File: config.mk
export PLATFORM = sky130hd
export DESIGN_NAME = seq_shifter
export DESIGN_NICKNAME = d
export VERILOG_FILES = /design/src/rtl/seq_shifter_pkg.sv /design/src/rtl/seq_shifter_shift_step.sv /design/src/rtl/seq_shifter.sv
export SDC_FILE = /design/constraint.sdc
export NUM_CORES = 1
export LEC_CHECK = 0
export BUFFER_PORTS_ARGS = -buffer_cell sky130_fd_sc_hd__buf_2
export CAP_MARGIN = 20
export CORE_ASPECT_RATIO = 2
export CORE_MARGIN = 5
export CORE_UTILIZATION = 54
export DETAILED_ROUTE_END_ITERATION = 16
export GPL_TIMING_DRIVEN = 0
export PLACE_DENSITY = 0.79
export SETUP_SLACK_MARGIN = 0.4
export SYNTH_ARGS = -nofsm -noshare
export SYNTH_HDL_FRONTEND = slang
export SYNTH_HIERARCHICAL = 1
export SYNTH_SLANG_ARGS = --single-unit
File: constraint.sdc
create_clock -name clk -period 2.2 [get_ports clk]
set_clock_uncertainty 0.2 [all_clocks]
set_input_delay 0.22 -clock clk [delete_from_list [all_inputs] [get_ports clk]]
set_output_delay 0.22 -clock clk [all_outputs]
set_load 0.02 [all_outputs]
File: src/rtl/seq_shifter_pkg.sv
// Shared mode and FSM encodings for the multi-cycle shifter/rotator.
// The control unit imports the same mode constants.
package seq_shifter_pkg;

  typedef enum logic [2:0] {
    MODE_LSL  = 3'b000,
    MODE_LSR  = 3'b001,
    MODE_ASR  = 3'b010,
    MODE_ROL  = 3'b011,
    MODE_ROR  = 3'b100,
    MODE_RCL  = 3'b101,
    MODE_RCR  = 3'b110,
    MODE_RSVD = 3'b111
  } mode_e;

  typedef enum logic [1:0] {
    ST_IDLE  = 2'b00,
    ST_SHIFT = 2'b01,
    ST_DONE  = 2'b10
  } state_e;

endpackage

File: src/rtl/seq_shifter_shift_step.sv
// Single-bit shift/rotate step: one position of movement for every mode.
module shift_step
  import seq_shifter_pkg::*;
#(
  parameter int WIDTH = 8
) (
  input  mode_e              mode,
  input  logic [WIDTH-1:0]   y,
  input  logic               c,
  output logic [WIDTH-1:0]   y_next,
  output logic               c_next
);

  // One-position move selected by mode; reserved mode holds its operand.
  always_comb begin
    y_next = y;
    c_next = c;
    case (mode)
      MODE_LSL: begin
        y_next = {y[WIDTH-2:0], 1'b0};
        c_next = y[WIDTH-1];
      end
      MODE_LSR: begin
        y_next = {1'b0, y[WIDTH-1:1]};
        c_next = y[0];
      end
      MODE_ASR: begin
        y_next = {y[WIDTH-1], y[WIDTH-1:1]};
        c_next = y[0];
      end
      MODE_ROL: begin
        y_next = {y[WIDTH-2:0], y[WIDTH-1]};
        c_next = y[WIDTH-1];
      end
      MODE_ROR: begin
        y_next = {y[0], y[WIDTH-1:1]};
        c_next = y[0];
      end
      MODE_RCL: begin
        y_next = {y[WIDTH-2:0], c};
        c_next = y[WIDTH-1];
      end
      MODE_RCR: begin
        y_next = {c, y[WIDTH-1:1]};
        c_next = y[0];
      end
      default: begin
        y_next = y;
        c_next = c;
      end
    endcase
  end

endmodule

File: src/rtl/seq_shifter.sv
// Multi-cycle shifter/rotator: loads on start, moves one bit per clock,
// then pulses done with the registered result, carry and zero flag.
module seq_shifter
  import seq_shifter_pkg::*;
#(
  parameter int WIDTH = 8,
  parameter int AMT_W = 4
) (
  input  logic             clk,
  input  logic             rst,
  input  logic             start,
  input  logic [2:0]       mode,
  input  logic [AMT_W-1:0] amt,
  input  logic [WIDTH-1:0] a,
  input  logic             cin,
  output logic             busy,
  output logic             done,
  output logic [WIDTH-1:0] y,
  output logic             c,
  output logic             z
);

  localparam int CNT_W = $clog2(WIDTH + 1);

  state_e           state_r, state_nx_s;
  mode_e            mode_r, mode_nx_s;
  logic [CNT_W-1:0] cnt_r, cnt_nx_s;
  logic [WIDTH-1:0] y_r, y_nx_s, step_y_s;
  logic             c_r, c_nx_s, step_c_s;
  logic             busy_r, done_r;
  logic [AMT_W-1:0] amt_clamp_s;

  shift_step #(.WIDTH(WIDTH)) u_step (
    .mode   (mode_r),
    .y      (y_r),
    .c      (c_r),
    .y_next (step_y_s),
    .c_next (step_c_s)
  );

  // Counts above WIDTH are pointless and are limited to WIDTH.
  always_comb begin
    amt_clamp_s = amt;
    if (amt > AMT_W'(WIDTH)) begin
      amt_clamp_s = AMT_W'(WIDTH);
    end else begin
      amt_clamp_s = amt;
    end
  end

  // Next-state and datapath selection for load, step and completion.
  always_comb begin
    state_nx_s = state_r;
    mode_nx_s  = mode_r;
    cnt_nx_s   = cnt_r;
    y_nx_s     = y_r;
    c_nx_s     = c_r;
    case (state_r)
      ST_IDLE: begin
        if (start) begin
          y_nx_s    = a;
          c_nx_s    = cin;
          mode_nx_s = mode_e'(mode);
          if (mode_e'(mode) == MODE_RSVD) begin
            cnt_nx_s = {CNT_W{1'b0}};
          end else begin
            cnt_nx_s = CNT_W'(amt_clamp_s);
          end
          if (cnt_nx_s == {CNT_W{1'b0}}) begin
            state_nx_s = ST_DONE;
          end else begin
            state_nx_s = ST_SHIFT;
          end
        end else begin
          state_nx_s = ST_IDLE;
        end
      end
      ST_SHIFT: begin
        y_nx_s   = step_y_s;
        c_nx_s   = step_c_s;
        cnt_nx_s = cnt_r - CNT_W'(1);
        if (cnt_r == CNT_W'(1)) begin
          state_nx_s = ST_DONE;
        end else begin
          state_nx_s = ST_SHIFT;
        end
      end
      ST_DONE: begin
        state_nx_s = ST_IDLE;
      end
      default: begin
        state_nx_s = ST_IDLE;
      end
    endcase
  end

  // State, datapath and status registers; busy/done follow the next state.
  always_ff @(posedge clk) begin
    if (rst) begin
      state_r <= ST_IDLE;
      mode_r  <= MODE_LSL;
      cnt_r   <= {CNT_W{1'b0}};
      y_r     <= {WIDTH{1'b0}};
      c_r     <= 1'b0;
      busy_r  <= 1'b0;
      done_r  <= 1'b0;
    end else begin
      state_r <= state_nx_s;
      mode_r  <= mode_nx_s;
      cnt_r   <= cnt_nx_s;
      y_r     <= y_nx_s;
      c_r     <= c_nx_s;
      busy_r  <= (state_nx_s != ST_IDLE);
      done_r  <= (state_nx_s == ST_DONE);
    end
  end

  assign busy = busy_r;
  assign done = done_r;
  assign y    = y_r;
  assign c    = c_r;
  assign z    = (y_r == {WIDTH{1'b0}});

endmodule

==> results.cfg, run 1 <==
[setup_path]
critPathRequiredTime_ps = 1780
worstSetupPathType = flop to output port
path_max_fanout = 2
crit_path_top_delay_cell = or4_1
endpoint_kind = output port
cp_num_buf_inv = 1
critPathMaxStageDelay_ps = 510
crit_family = simple AND/OR/NAND/NOR gates
crit_chain = or4_1 -> nor2_1 -> buf_4
r2r_slack_ps = 440
start_kind = flop
cp.arrival_ps = 1370

[yosys]
syn_avg_cell_area_um2 = 8.126
synth.cell_area_um2 = 1479
ys_dominant_reg_cell = dfxtp_1
synth.area.top_cells = dfxtp_1, nand2_1, mux2i_1, buf_6, a311oi_1
synth_edf_count = 0
synthArstFlopShare_pct = 0
yosysTopAreaCellShare_pct = 27.07
synthesis.nets = 203
synth_cell_types = 50
yosysSeqAreaShare_pct = 27.07
synth_area_leader_cell = dfxtp_1
synth_seq_cells = 20
syn_inst = 182
yosys_warnings = 6

[cells_and_area]
areaGrowthSynthToFinish_pct = 22.34
antennaDiodeCount = 0
nets = 241
layout.cells.most_common = buf_2
final_util_pct = 66.94
final_cell_mix = buf_2, nand2_1, nor2_1
fill_cells = 265
layout-drive-gt1-share_pct = 31.51

[power]
p_total_mw = 1.290
ir_drop_uv = 530.0
power_leakage_nw = 0.7339
p_per_area_nw_per_um2 = 713.1

[global_routing]
grt_pass1_wl_mm = 7.610
antenna_found_initial = 0
grt.total_usage_pct = 25.16
grt_pass1_vias = 1616
overflow = 0
grt_max_degree = 13

[drt]
vias = 1601
wl_per_cell_um = 18.01
wl_met1_mm = 1.581
ant_nets = 0
dr.pass1.iters = 4
drc_errors = 0
viasPerCell = 6.456
highest_layer = met4
routed_wl_mm = 4.466
wl_met2_mm = 2.542
wl_met3_um = 188
drtIter0Drc = 70

[clock_network]
clock_latency_ps = 260
ctsHoldBuffers = 0
cts_sinks = 20
h-tree-depth = 1
clk_pin_slew_ps = 80
cts_buffers = 3
cts-root-buf = clkbuf_8
cts_buffer_depth = 2
cts_tree = done

[sta]
setup_viol = 0
hold_violations = 0
min_period_ps = 1794
max_freq_mhz = 557.5
rsz0062_at_grt = true
slew_violations = 0
fin_crit_sh_pct = 81.53
finalSetupTns_ps = 0
tightestPinTransition_ps = 543.4
max_slew_margin_pct = 63.77

[worst_hold_path]
hp-class = primary input to flop

[floorplan]
coreArea_um2 = 2703
initial_core_util_pct = 54.72
ios = 31
num_rows = 27
die_width_um = 47.01
die_h_um = 84.01
die_area_um2 = 3949

[placement]
gp_congestion = 0.9217
hpwl_mm = 3.382
portBuffers = 29

[job]
max-cap-violations = 0

[outcome]
status = completed
area by class of cell:
type                       instances  area, µm²  share of cell area (%)
tap                               29      36.28                   2.006
multi-input combinational        141      947.2                   52.35
buffer                            13      122.6                   6.777
timing repair buffer              33      177.7                   9.820
inverter                           8      30.03                   1.660
sequential                        20      424.2                   23.44
clock inverter                     1      30.03                   1.660
clock buffer                       3      41.29                   2.282
routing by layer:
metal	GRT usage, %	up-vias
met5	0	-
met4	10.33	0
met3	2.376	14
met2	45.35	63
met1	27.34	771
li1	-	753
sequential cells by signal, indices dropped and copies added, names as in the netlist:
signal	flops
c	1
state_r	2
mode_r	3
busy	1
y	8
done	1
cnt_r	4
tightest hold or removal path: cells and delay by family:
kind | cells | cell delay [ps]
buf+inv | 1 | 90
compound gates | 1 | 70
simple gates | 1 | 50
final timing paths:
| check | from | end | cells after the start |
|---|---|---|---|
| min | a[5] | y[5] | 3 |
| max | y[7] | z | 3 |
| max reg2reg | mode_r[0] | y[7] | 6 |
| min reg2reg | cnt_r[3] | cnt_r[3] | 2 |
metrics by stage:
stage,setup slack [ps],area [µm²],hold WS [ps],instances
2_1_floorplan,532.9,1479,156.0,182
3_5_place_dp,396.6,1660,285.9,240
3_3_place_gp,457.5,1660,272.0,240
6_report,406.3,1809,7.427,248
4_1_cts,393.0,1787,9.241,248
5_1_grt,364.5,1809,19.03,248
kinds of logic (layout without fill, tap and decap cells):
group	count (synthesis)	in the layout	synth area share, %
fa+ha+maj	2	2	1.692
flops	20	20	27.07
simple gates	72	72	25.89
mux	10	10	7.191
buf+inv	21	58	10.15
compound gates	57	57	28.00
cells in the mapped netlist (3+ instances only):
cell type	count
a21oi_1	9
nand2_1	23
o21ai_1	4
o221ai_1	7
dfxtp_1	20
inv_1	8
nand3_1	6
a311oi_1	7
o21ai_0	7
o22ai_1	3
or3_1	4
buf_6	6
nand2b_1	6
nor2_1	15
a31oi_1	3
mux2i_1	8
what timing repair did:
item / 4_1_cts / 5_1_grt
setup endpoints to repair: 2 / 9
buffers inserted: 4 / 0
cloned: 0 / 0
pin swaps: 1 / 0
resized for setup: 12 / 8
power by group:
part / leakage [nW] / switching, mW / total (mW) / internal, mW
clock network: 0.0357 / 0.126 / 0.369 / 0.243
registers: 0.170 / 0.0492 / 0.454 / 0.405
logic: 0.528 / 0.254 / 0.467 / 0.213
Note: power is estimated with default switching activity, not from simulation.
==> run 2, diff against run 1 <==
--- a/config.mk
+++ b/config.mk
@@ -5,11 +5,11 @@
 export SDC_FILE = /design/constraint.sdc
 export NUM_CORES = 1
 export LEC_CHECK = 0
+export ABC_AREA = 1
 export BUFFER_PORTS_ARGS = -buffer_cell sky130_fd_sc_hd__buf_2
 export CAP_MARGIN = 20
-export CORE_ASPECT_RATIO = 2
 export CORE_MARGIN = 5
-export CORE_UTILIZATION = 54
+export CORE_UTILIZATION = 53
 export DETAILED_ROUTE_END_ITERATION = 16
 export GPL_TIMING_DRIVEN = 0
 export PLACE_DENSITY = 0.79
==> constraint.sdc (replaced) <==
create_clock -name clk -period 1.7 [get_ports clk]
set_clock_uncertainty 0.2 [all_clocks]
set_input_delay 0.17 -clock clk [delete_from_list [all_inputs] [get_ports clk]]
set_output_delay 0.17 -clock clk [all_outputs]
set_load 0.02 [all_outputs]
==> run 2 against run 1 <==
The run now ends with negative setup slack left. Core utilization increased by 26 points. Clock power decreased by 19%. Sequential power increased by 36%. Cell count increased by 20%. Global-route usage decreased by 1.8 points. Largest cell class unchanged. Highest routed layer unchanged.
==> results.cfg, run 2 <==
[outcome]
status = complete, but fails checks
violations = negative setup slack

[drt]
viasPerCell = 6.560
vias = 1955
routed_wl_mm = 6.266
drc_errors = 0
dr.pass1.iters = 5
wl_per_cell_um = 21.03
ant_nets = 0
drtIter0Drc = 243

[yosys]
synth.cell_area_um2 = 1364
synthesis.nets = 223
synthTopCellsByCount = nand2_1, nand3_1, dfxtp_1, o21ai_0, nor2_1
synth.area.top_cells = dfxtp_1, nand2_1, nand3_1, o21ai_0, a21oi_1
yosysSeqAreaShare_pct = 29.36
yosysTopAreaCellShare_pct = 29.36
yosys_warnings = 6
ys_dominant_reg_cell = dfxtp_1
synth_area_leader_cell = dfxtp_1
synth_edf_count = 0
synth_seq_cells = 20
yosysMostFrequentCell = nand2_1
syn_inst = 202
syn_avg_cell_area_um2 = 6.752
synthArstFlopShare_pct = 0
synth_cell_types = 29

[cells_and_area]
areaGrowthSynthToFinish_pct = 69.08
final_cell_mix = nand2_1, buf_2, nand2_2
final_cells = 298
fill_cells = 93
layout.cells.most_common = nand2_1
nets = 290
largest_reg_flops = 8
antennaDiodeCount = 0
final_util_pct = 93.08
layout-drive-gt1-share_pct = 54.48

[setup_path]
start_kind = flop
critPathMostFrequentCell = nor2_1
worstSetupPathType = flop to flop
cp.arrival_ps = 1760
crit_path_start = y[7]
crit_family = simple AND/OR/NAND/NOR gates
crit_chain = buf_4 -> buf_6 -> nand4_1 -> nand2_1 -> nor2_2 -> nand3_1 -> nor2_1 -> nor2_1 -> o21ai_1 -> a21oi_1
path_max_fanout = 2
endpoint_kind = flop
cp_num_buf_inv = 2
timing.rr.start = y[7]
crit_path_top_delay_cell = dfxtp_4
critPathRequiredTime_ps = 1700
critPathMaxStageDelay_ps = 380

[sta]
finalSetupTns_ps = -56.40
rsz0062_at_grt = true
setup_viol = 1
tightestPinTransition_ps = 374.6
fin_crit_sh_pct = 103.3
hold_violations = 0
min_period_ps = 1756
timing.final.ws_setup_ps = -56.40
max_freq_mhz = 569.3
holdWs_ps = 34.21
max_slew_margin_pct = 74.94
slew_violations = 0

[floorplan]
initial_core_util_pct = 55.05
coreArea_um2 = 2477
num_rows = 18
die_area_um2 = 3688
die_width_um = 60.73
ios = 31
die_h_um = 60.73

[job]
max-cap-violations = 0

[global_routing]
grt_max_degree = 12
grt.total_usage_pct = 23.38
grt_pass1_wl_mm = 6.561
grt_pass1_vias = 1481
overflow = 0
antenna_found_initial = 0

[clock_network]
cts-root-buf = clkbuf_4
cts_buffers = 3
cts_buffer_depth = 2
clk_pin_slew_ps = 130
clock_latency_ps = 320
cts_sinks = 20
h-tree-depth = 1
cts_tree = done

[worst_hold_path]
hp-start = amt[3]
hp-class = primary input to flop

[placement]
gp_congestion = 0.8919
portBuffers = 29
hpwl_mm = 2.406
placed_cells = 261

[power]
p_total_mw = 1.788
p_per_area_nw_per_um2 = 775.3
power_leakage_nw = 1.048
ir_drop_uv = 698.4
[run 2: cell count changes after synthesis, moves of 7 or more]
cell      previous run  this run
a311oi_1             7         0
mux2i_1              8         0
nand2_1             23        54
nand3_1              6        21
o21ai_0              7        20
o221ai_1             7         0
[run 2: layout make-up]
cell class / instances / area (µm²) / area share [%]
Buffer: 7 / 93.84 / 4.069
Clock buffer: 4 / 36.28 / 1.574
Inverter: 19 / 101.3 / 4.395
Multi-Input combinational cell: 158 / 1109 / 48.07
Sequential cell: 20 / 442.9 / 19.21
Tap cell: 30 / 37.54 / 1.628
Timing Repair Buffer: 60 / 485.5 / 21.05
[run 2: worst paths after layout]
path,end,slack (ps),depth (start not counted)
worst max-delay path,y[0],-60,10
worst max register to register,y[0],-60,10
worst min-delay path,cnt_r[0],30,4
worst min register to register,cnt_r[1],360,2
[run 2: cells by family after synthesis]
group / after synthesis / share of synthesized area, %
flip-flops: 20 / 29.36
AO/OA/AOI/OAI: 37 / 13.67
adder cells (fa/ha/maj): 2 / 1.835
buffers and inverters: 26 / 11.01
AND/OR/NAND/NOR: 117 / 44.13
[run 2: what timing repair did]
action,4_1_cts,5_1_grt
resized for setup,33,79
setup buffers,4,10
endpoints found under the hold margin,19,0
endpoints found under the setup margin,19,26
hold buffers,15,0
cloned,1,3
pin swaps,16,40
[run 2: metrics by stage]
step	cell area [µm²]	setup WS [ps]
after floorplan	1380	366.0
after global placement	1563	272.5
after detailed placement	1563	257.4
after CTS	1898	104.4
after global routing	2306	-70.69
final	2306	-56.40
[run 2: metal layers]
layer	part of all wire [%]	track usage [%]
met1	35	29.74
met2	47	38.93
met3	11	3.830
met4	7.4	10.22
met5	0	0
[run 2: worst min-delay path, stage by stage]
cell and delay (ps):
buf_2 140, nor2_2 60, nand3_1 100, a21oi_2 50
[run 2: report_power, final]
group          internal [mW]  leakage, nW  switching, mW
Sequential             0.529        0.173         0.0899
Clock                  0.131       0.0210          0.169
Combinational          0.372        0.853          0.498
Total                   1.03         1.05          0.757
